### config.mk
export PLATFORM = sky130hd
export DESIGN_NAME = top_ex
export DESIGN_NICKNAME = d
export VERILOG_FILES = /design/src/rtl/mips_pkg.sv /design/src/rtl/ex_muldiv.sv /design/src/rtl/top_ex.sv
export SDC_FILE = /design/constraint.sdc
export NUM_CORES = 1
export LEC_CHECK = 0
export CAP_MARGIN = 30
export CORE_UTILIZATION = 35
export DETAILED_ROUTE_END_ITERATION = 10
export DONT_BUFFER_PORTS = 1
export PLACE_DENSITY = 0.56
export SLEW_MARGIN = 40
export SYNTH_ARGS = -nofsm -noshare
export SYNTH_HDL_FRONTEND = slang
export SYNTH_SLANG_ARGS = --single-unit
### constraint.sdc
create_clock -name clk -period 7.9 [get_ports clk]
set_input_delay 0.79 -clock clk [delete_from_list [all_inputs] [get_ports clk]]
set_output_delay 0.79 -clock clk [all_outputs]
set_load 0.02 [all_outputs]
### src/rtl/mips_pkg.sv
// Shared encodings for the MIPS execute stage: ALUOp codes, funct values,
// control-bundle bit positions and the internal ALU operation enum.
package mips_pkg;

  localparam int DATA_W = 32;
  localparam int WB_W   = 2;
  localparam int MEM_W  = 3;
  localparam int EX_W   = 4;

  // EX control bundle is {RegDst, ALUOp[1:0], ALUSrc}
  localparam int EX_REGDST    = 3;
  localparam int EX_ALUOP_MSB = 2;
  localparam int EX_ALUOP_LSB = 1;
  localparam int EX_ALUSRC    = 0;

  localparam logic [1:0] ALUOP_ADD   = 2'b00;
  localparam logic [1:0] ALUOP_SUB   = 2'b01;
  localparam logic [1:0] ALUOP_FUNCT = 2'b10;

  localparam logic [5:0] FUNCT_ADD   = 6'h20;
  localparam logic [5:0] FUNCT_SUB   = 6'h22;
  localparam logic [5:0] FUNCT_AND   = 6'h24;
  localparam logic [5:0] FUNCT_OR    = 6'h25;
  localparam logic [5:0] FUNCT_NOR   = 6'h27;
  localparam logic [5:0] FUNCT_SLT   = 6'h2A;
  localparam logic [5:0] FUNCT_MFHI  = 6'h10;
  localparam logic [5:0] FUNCT_MFLO  = 6'h12;
  localparam logic [5:0] FUNCT_MULT  = 6'h18;
  localparam logic [5:0] FUNCT_MULTU = 6'h19;
  localparam logic [5:0] FUNCT_DIV   = 6'h1A;
  localparam logic [5:0] FUNCT_DIVU  = 6'h1B;

  typedef enum logic [3:0] {
    ALU_NONE,
    ALU_ADD,
    ALU_SUB,
    ALU_AND,
    ALU_OR,
    ALU_NOR,
    ALU_SLT,
    ALU_MFHI,
    ALU_MFLO,
    ALU_MULDIV
  } alu_op_e;

  // Mult/div operation code; equals funct[1:0] of the mult/div instructions
  typedef enum logic [1:0] {
    MD_MULT  = 2'b00,
    MD_MULTU = 2'b01,
    MD_DIV   = 2'b10,
    MD_DIVU  = 2'b11
  } md_op_e;

  typedef enum logic {
    MD_IDLE = 1'b0,
    MD_RUN  = 1'b1
  } md_state_e;

  // Map ALUOp/funct to the internal operation; unknown codes produce ALU_NONE
  function automatic alu_op_e alu_decode(input logic [1:0] aluop, input logic [5:0] funct);
    alu_op_e op;
    op = ALU_NONE;
    case (aluop)
      ALUOP_ADD: op = ALU_ADD;
      ALUOP_SUB: op = ALU_SUB;
      ALUOP_FUNCT: begin
        case (funct)
          FUNCT_ADD:  op = ALU_ADD;
          FUNCT_SUB:  op = ALU_SUB;
          FUNCT_AND:  op = ALU_AND;
          FUNCT_OR:   op = ALU_OR;
          FUNCT_NOR:  op = ALU_NOR;
          FUNCT_SLT:  op = ALU_SLT;
          FUNCT_MFHI: op = ALU_MFHI;
          FUNCT_MFLO: op = ALU_MFLO;
          FUNCT_MULT, FUNCT_MULTU, FUNCT_DIV, FUNCT_DIVU: op = ALU_MULDIV;
          default:    op = ALU_NONE;
        endcase
      end
      default: op = ALU_NONE;
    endcase
    return op;
  endfunction

endpackage

### src/rtl/ex_muldiv.sv
// Iterative multiply/divide unit with HI/LO. One shift-add (mult) or
// restoring-subtract (div) step per cycle on operand magnitudes; signs are
// applied when the last step is written into HI/LO. busy is the state.
module ex_muldiv
  import mips_pkg::*;
#(
  parameter int          MD_CYCLES = 32,        // must equal DATA_W
  parameter logic [31:0] HILO_RST  = 32'h0
) (
  input  logic        clk,
  input  logic        rst,
  input  logic        start,
  input  logic [1:0]  op,
  input  logic [31:0] a,
  input  logic [31:0] b,
  output logic        busy,
  output logic [31:0] hi,
  output logic [31:0] lo
);

  localparam int CNT_W = $clog2(MD_CYCLES + 1);

  md_state_e        r_state;
  md_state_e        w_state_nx;
  logic [CNT_W-1:0] r_cnt;
  logic [31:0]      r_acc;     // mult: upper product half; div: partial remainder
  logic [31:0]      r_q;       // mult: multiplier/lower half; div: dividend/quotient
  logic [31:0]      r_b;       // mult: multiplicand; div: divisor (magnitudes)
  logic [31:0]      r_hi;
  logic [31:0]      r_lo;
  logic             r_is_div;
  logic             r_neg_q;   // negate product / quotient at completion
  logic             r_neg_r;   // negate remainder at completion

  logic             w_is_div;
  logic             w_signed;
  logic             w_a_neg;
  logic             w_b_neg;
  logic [31:0]      w_a_mag;
  logic [31:0]      w_b_mag;
  logic             w_last;
  logic [32:0]      w_sum;
  logic [32:0]      w_shift;
  logic [33:0]      w_diff;
  logic             w_ge;
  logic [31:0]      w_acc_nx;
  logic [31:0]      w_q_nx;
  logic [63:0]      w_prod;
  logic [63:0]      w_prod_fix;
  logic [31:0]      w_hi_fix;
  logic [31:0]      w_lo_fix;

  // Operand conditioning: classify the op and take magnitudes for signed ops
  always_comb begin
    w_is_div = (op == MD_DIV) || (op == MD_DIVU);
    w_signed = (op == MD_MULT) || (op == MD_DIV);
    w_a_neg  = w_signed & a[31];
    w_b_neg  = w_signed & b[31];
    w_a_mag  = w_a_neg ? (32'd0 - a) : a;
    w_b_mag  = w_b_neg ? (32'd0 - b) : b;
  end

  // Next-state: start launches a run, the step that empties the counter ends it
  always_comb begin
    w_state_nx = r_state;
    w_last     = (r_cnt == CNT_W'(1));
    case (r_state)
      MD_IDLE: if (start) w_state_nx = MD_RUN;
      MD_RUN:  if (w_last) w_state_nx = MD_IDLE;
      default: w_state_nx = MD_IDLE;
    endcase
  end

  // State register
  always_ff @(posedge clk or negedge rst) begin
    if (!rst) r_state <= MD_IDLE;
    else      r_state <= w_state_nx;
  end

  // One iteration: shift-add for mult, restoring subtract for div
  always_comb begin
    w_sum    = {1'b0, r_acc} + (r_q[0] ? {1'b0, r_b} : 33'd0);
    w_shift  = {r_acc, r_q[31]};
    w_diff   = {1'b0, w_shift} - {2'b00, r_b};
    w_ge     = ~w_diff[33];
    w_acc_nx = w_sum[32:1];
    w_q_nx   = {w_sum[0], r_q[31:1]};
    if (r_is_div) begin
      w_acc_nx = w_ge ? w_diff[31:0] : w_shift[31:0];
      w_q_nx   = {r_q[30:0], w_ge};
    end
  end

  // Sign fix-up applied to the final iteration's values
  always_comb begin
    w_prod     = {w_acc_nx, w_q_nx};
    w_prod_fix = r_neg_q ? (64'd0 - w_prod) : w_prod;
    w_hi_fix   = w_prod_fix[63:32];
    w_lo_fix   = w_prod_fix[31:0];
    if (r_is_div) begin
      w_lo_fix = r_neg_q ? (32'd0 - w_q_nx)   : w_q_nx;
      w_hi_fix = r_neg_r ? (32'd0 - w_acc_nx) : w_acc_nx;
    end
  end

  // Datapath: latch operands on start, iterate while running, write HI/LO at the end
  always_ff @(posedge clk or negedge rst) begin
    if (!rst) begin
      r_cnt    <= '0;
      r_acc    <= '0;
      r_q      <= '0;
      r_b      <= '0;
      r_is_div <= 1'b0;
      r_neg_q  <= 1'b0;
      r_neg_r  <= 1'b0;
      r_hi     <= HILO_RST;
      r_lo     <= HILO_RST;
    end else if (r_state == MD_IDLE) begin
      if (start) begin
        r_cnt    <= CNT_W'(MD_CYCLES);
        r_acc    <= '0;
        r_is_div <= w_is_div;
        r_neg_q  <= w_a_neg ^ w_b_neg;
        r_neg_r  <= w_a_neg;
        r_q      <= w_is_div ? w_a_mag : w_b_mag;
        r_b      <= w_is_div ? w_b_mag : w_a_mag;
      end
    end else begin
      r_cnt <= r_cnt - CNT_W'(1);
      r_acc <= w_acc_nx;
      r_q   <= w_q_nx;
      if (w_last) begin
        r_hi <= w_hi_fix;
        r_lo <= w_lo_fix;
      end
    end
  end

  assign busy = (r_state == MD_RUN);
  assign hi   = r_hi;
  assign lo   = r_lo;

endmodule

### src/rtl/top_ex.sv
// MIPS execute stage: operand select, ALU, destination select, branch target,
// HI/LO access through ex_muldiv, and the EX/MEM pipeline register.
// Interlock: while the mult/div unit is busy, any valid instruction that
// touches HI/LO raises stall; the slot then retires as a bubble and upstream
// holds its inputs until stall drops.
module top_ex
  import mips_pkg::*;
#(
  parameter int          MD_CYCLES = 32,
  parameter logic [31:0] HILO_RST  = 32'h0
) (
  input  logic               clk,
  input  logic               rst,
  input  logic               valid,
  input  logic [WB_W-1:0]    WB,
  input  logic [MEM_W-1:0]   MEM,
  input  logic [EX_W-1:0]    EX,
  input  logic [DATA_W-1:0]  pc_plus4,
  input  logic [DATA_W-1:0]  read_data1,
  input  logic [DATA_W-1:0]  read_data2,
  input  logic [DATA_W-1:0]  sign_ext,
  input  logic [4:0]         rt,
  input  logic [4:0]         rd,
  output logic               stall,
  output logic [WB_W-1:0]    WB_out,
  output logic [MEM_W-1:0]   MEM_out,
  output logic               zero,
  output logic [DATA_W-1:0]  result,
  output logic [DATA_W-1:0]  write_data,
  output logic [4:0]         write_register,
  output logic [DATA_W-1:0]  branch_target
);

  logic [1:0]        w_aluop;
  logic [5:0]        w_funct;
  alu_op_e           w_op;
  logic [DATA_W-1:0] w_opb;
  logic [DATA_W-1:0] w_alu;
  logic              w_hilo_user;
  logic              w_md_start;
  logic              w_pass;
  logic              w_busy;
  logic [DATA_W-1:0] w_hi;
  logic [DATA_W-1:0] w_lo;

  logic [WB_W-1:0]   r_wb;
  logic [MEM_W-1:0]  r_mem;
  logic              r_zero;
  logic [DATA_W-1:0] r_result;
  logic [DATA_W-1:0] r_wdata;
  logic [4:0]        r_wreg;
  logic [DATA_W-1:0] r_bt;

  // Decode, interlock and issue qualification
  always_comb begin
    w_aluop     = EX[EX_ALUOP_MSB:EX_ALUOP_LSB];
    w_funct     = sign_ext[5:0];
    w_op        = alu_decode(w_aluop, w_funct);
    w_opb       = EX[EX_ALUSRC] ? sign_ext : read_data2;
    w_hilo_user = (w_op == ALU_MFHI) || (w_op == ALU_MFLO) || (w_op == ALU_MULDIV);
    stall       = w_busy & valid & w_hilo_user;
    w_md_start  = valid & (w_op == ALU_MULDIV) & ~stall;
    // mult/div retire as bubbles; their architectural effect is in HI/LO only
    w_pass      = valid & (w_op != ALU_MULDIV);
  end

  // ALU: wrapping add/sub, logic ops, signed slt, HI/LO moves; others yield 0
  always_comb begin
    w_alu = '0;
    case (w_op)
      ALU_ADD:  w_alu = read_data1 + w_opb;
      ALU_SUB:  w_alu = read_data1 - w_opb;
      ALU_AND:  w_alu = read_data1 & w_opb;
      ALU_OR:   w_alu = read_data1 | w_opb;
      ALU_NOR:  w_alu = ~(read_data1 | w_opb);
      ALU_SLT:  w_alu = {31'd0, ($signed(read_data1) < $signed(w_opb))};
      ALU_MFHI: w_alu = w_hi;
      ALU_MFLO: w_alu = w_lo;
      default:  w_alu = '0;
    endcase
  end

  // mult/div always take rs and rt, independent of ALUSrc; op is funct[1:0]
  ex_muldiv #(
    .MD_CYCLES (MD_CYCLES),
    .HILO_RST  (HILO_RST)
  ) u_muldiv (
    .clk   (clk),
    .rst   (rst),
    .start (w_md_start),
    .op    (w_funct[1:0]),
    .a     (read_data1),
    .b     (read_data2),
    .busy  (w_busy),
    .hi    (w_hi),
    .lo    (w_lo)
  );

  // EX/MEM register: bubble on stall (data held), otherwise capture this slot
  always_ff @(posedge clk or negedge rst) begin
    if (!rst) begin
      r_wb     <= '0;
      r_mem    <= '0;
      r_zero   <= 1'b0;
      r_result <= '0;
      r_wdata  <= '0;
      r_wreg   <= '0;
      r_bt     <= '0;
    end else if (stall) begin
      r_wb  <= '0;
      r_mem <= '0;
    end else begin
      r_wb     <= w_pass ? WB  : '0;
      r_mem    <= w_pass ? MEM : '0;
      r_zero   <= (w_alu == '0);
      r_result <= w_alu;
      r_wdata  <= read_data2;
      r_wreg   <= EX[EX_REGDST] ? rd : rt;
      r_bt     <= pc_plus4 + {sign_ext[DATA_W-3:0], 2'b00};
    end
  end

  assign WB_out         = r_wb;
  assign MEM_out        = r_mem;
  assign zero           = r_zero;
  assign result         = r_result;
  assign write_data     = r_wdata;
  assign write_register = r_wreg;
  assign branch_target  = r_bt;

endmodule
==> summary.log <==
INFO  run_status     run_status=finished, final reports clean
INFO  timing         slew-limit-headroom=0.3677
INFO  yosys          mappedNetlistArea=26,670um^2
INFO  timing         tns=0ps
INFO  cts            clk_latency=580ps
INFO  power          ir_worst_vdd=0.1889mV
INFO  timing         setup_repair_after_global_routing_missed_its_margin=no
INFO  yosys          synthDominantCellAreaShare=0.2599
INFO  cells_and_area fillCellCount=7,730
INFO  cells_and_area final_layout_size_suffix_gt1_frac=0.06261
INFO  global_route   grt_pass1_vias=24,210
INFO  yosys          post_synth.cell_area_avg=7.738um^2
INFO  global_route   globalRouteTotalUtil=0.2637
INFO  global_route   grt_max_degree=278
INFO  setup_path     critPathCaptureType=flip-flop
INFO  die            chipWidth=278.0um
INFO  worst_hold_path hold_path.class=input pin to flip-flop
INFO  cts            cts.sinks=277
INFO  yosys          synthesis.yosys.warnings=0
INFO  placement      port-buffer-count=0
INFO  cts            clock_transition_at_the_registers_of_the_reported_paths=60ps
INFO  yosys          synth.ff_latch_count=277
INFO  worst_hold_path start_point_of_the_worst_min_delay_path=read_data2[6]
INFO  global_route   gr-total-overflow=0
INFO  yosys          synth_top_area_cell=dfrtp_1
INFO  flow_run       max_cap_check_violation_count=0
INFO  yosys          ys.flop_type=dfrtp_1
INFO  setup_path     rr_startpoint=u_muldiv.r_q[31]
INFO  yosys          synth_async_sr_flop_share=1.000
INFO  die            std_cell_rows=100
INFO  route          drt-total-wl=105,400um
INFO  timing         slew_viol_final=0
INFO  yosys          synthesized_net_count=3,796
INFO  route          detailedRoute.firstIterationViolations=2,296
INFO  route          drc=0
INFO  route          drt_first_pass_iters=8
INFO  timing         tightest_slew=922.1ps
INFO  die            die_area=77,300um^2
INFO  timing         worst_clock_skew=32.78ps
INFO  timing         period_share=0.7814
INFO  cts            clock-root-buffer=clkbuf_16
INFO  die            fp.coreArea=74,950um^2
INFO  timing         hold_viol=0
INFO  yosys          netlist-cell-type-count=118
INFO  worst_hold_path whs_path_depth=2
INFO  setup_path     worst_setup_path_start_kind=flip-flop
INFO  yosys          synth.top_cells.by_area=dfrtp_1 (26%), ha_1 (9.1%), nand2_1 (6.4%)
INFO  yosys          synth_sequential_area_ratio=0.2599
INFO  setup_path     critical_path_class=flip-flop to flip-flop
INFO  setup_path     data_required_time_at_the_worst_endpoint=8320ps
INFO  cts            clock_tree.htree_level_count=2
INFO  cells_and_area area_growth_syn_to_layout=8.347%
INFO  route          wl_per_cell=24.29um
INFO  yosys          synth_edf_count=0
INFO  die            design.portCount=258
INFO  timing         final.setup.worst_slack=1727ps
INFO  placement      place_ws=1925ps
INFO  cts            buffer_levels_on_the_longest_clock_path=3
INFO  setup_path     worst-r2r-setup-slack=1730ps
INFO  setup_path     depth_of_the_worst_register_to_register_path=22
INFO  cts            cts-buffers-inserted=36
INFO  yosys          synth.top_cells.by_count=nand2_1 (457), o21ai_0 (297), nor2_1 (284), dfrtp_1 (277), a21oi_1 (275)
INFO  timing         final_worst_path_period_need=6173ps
INFO  yosys          synth_most_common_cell=nand2_1
INFO  yosys          synthesis.instances=3,446
INFO  worst_hold_path hold-path-endpoint=write_data[6]
INFO  timing         final-setup-viol-count=0
INFO  cells_and_area design.final.nets=3,692
INFO  die            chipHeight=278.0um
INFO  die            start_util=0.3558
INFO  global_route   grt_antenna_before_repair=0
INFO  cts            clock_tree_from_tritoncts=built
INFO  placement      gp_congestion=0.9766
INFO  cts            post_cts.resized_instances=0
INFO  setup_path     worst_ep_arrival_time=6590ps
INFO  timing         max_freq=162.0MHz
INFO  setup_path     regToRegEndpoint=u_muldiv.hi[20]
INFO  cells_and_area multiInputGateArea=18,330um^2
INFO  route          total_vias_in_the_final_route=25,930
INFO  route          postRouteAntennaNets=0
INFO  power          power-per-cell-area=274.4nW/um^2
INFO  placement      dp_hpwl=81,460um
INFO  power          leakage_power=12.29nW
INFO  setup_path     critPathMaxFanout=7
INFO  route          avgViaCountPerCell=5.974
INFO  global_route   grt_pass1_wl=155,600um
INFO  cells_and_area sequential_cell_area=6937um^2
[per-layer routing]
layer  vias to the layer above  global-route usage  share of wire
met1                     12390              0.3442           0.43
met2                      1079              0.4051           0.43
li1                      12240                   -              -
met3                       216             0.07707          0.095
met4                         0              0.1081          0.045
met5                         -                   0              0
[area by class of cell]
| class | instances | share of cell area |
|---|---|---|
| clock inverter | 16 | 0.006323 |
| clock buffer | 50 | 0.03690 |
| inverter | 178 | 0.02312 |
| multi-input combinational | 2800 | 0.6345 |
| sequential | 277 | 0.2401 |
| timing repair buffer | 49 | 0.01702 |
| tap | 969 | 0.04196 |
| antenna | 1 | 0.00008661 |
[flip-flops by register name, summed over array words and instances (netlist names)]
name,cells
zero,1
write_data,32
u_muldiv.r_neg_r,1
u_muldiv.r_q,32
MEM_out,3
u_muldiv.busy,1
u_muldiv.r_neg_q,1
u_muldiv.hi,32
WB_out,2
result,32
u_muldiv.r_b,32
u_muldiv.lo,32
u_muldiv.r_cnt,6
branch_target,32
u_muldiv.r_is_div,1
u_muldiv.r_acc,32
write_register,5
[what timing repair did]
action                    4_1_cts  5_1_grt
setup buffers                   0        0
hold endpoints to repair      277        1
hold buffers                    1        1
[critical path, cell delays in order, from the launching register on]
cell      delay, ps
dfrtp_1         400
inv_1           260
ha_1            230
nor2b_1          60
o31a_1          300
o31ai_1         600
a21oi_2         160
nand4_1         440
a31oi_1         270
inv_1           160
ha_1            180
nor3b_1         230
o221ai_1        310
nor2_1          150
and3_1          210
nand4_1         180
or3_1           440
nor3_1          260
nand3_1         200
a32oi_1         500
a41oi_1         230
xnor2_1         180
o21ai_0          90
[power by group]
| part | switching, mW | internal [mW] |
|---|---|---|
| sequential | 0.415 | 1.69 |
| combinational | 2.54 | 1.51 |
| clock | 0.730 | 1.05 |
[worst max path at each step]
stage	cells past startpoint	slack, ps	start	to
2_1_floorplan	20	2760	sign_ext[1]	zero
3_3_place_gp	21	2060	u_muldiv.r_acc[0]	u_muldiv.hi[20]
3_5_place_dp	22	1920	u_muldiv.r_b[1]	u_muldiv.hi[20]
4_1_cts	22	1890	u_muldiv.r_b[1]	u_muldiv.hi[20]
5_1_grt	23	1190	u_muldiv.r_q[31]	u_muldiv.hi[24]
6_report	22	1730	u_muldiv.r_q[31]	u_muldiv.hi[20]
[per-stage QoR]
| stage | cell area [um^2] | total power [mW] | util | instances | hold slack, ps |
|---|---|---|---|---|---|
| after floorplan | 26670 | 4.992 | - | 3446 | 441.8 |
| after global placement | 27360 | 6.041 | 0.3650 | 4261 | 469.4 |
| after global routing | 28890 | 8.406 | 0.3855 | 4339 | 310.2 |
| after detailed placement | 27480 | 6.036 | 0.3667 | 4266 | 473.1 |
| final | 28890 | 7.928 | 0.3855 | 4340 | 319.0 |
| after CTS | 28760 | 7.878 | 0.3837 | 4333 | 299.1 |
[placed cells by master (no fill, tap or decap), drive strengths merged, types with 29 or more instances in the layout]
cell type  instances
a211oi            78
a21o              57
a21oi            278
a31oi             44
and2              57
buf               47
clkbuf            51
dfrtp            277
ha               195
inv              177
mux2i             83
nand2            457
nand2b            29
nand3             59
nand4             38
nor2             285
nor2b             30
nor3              67
nor4              30
o211ai            29
o21ai            316
o31ai             29
xnor2            140
xor2              59
[kinds of logic after synthesis]
group / after synthesis / synth area share
mux: 89 / 0.03369
flops: 277 / 0.2599
fa+ha+maj: 200 / 0.09525
xor+xnor: 199 / 0.06536
buf+inv: 369 / 0.05682
simple gates: 1183 / 0.2115
compound gates: 1129 / 0.2774
(Power assumes the default switching activity.)
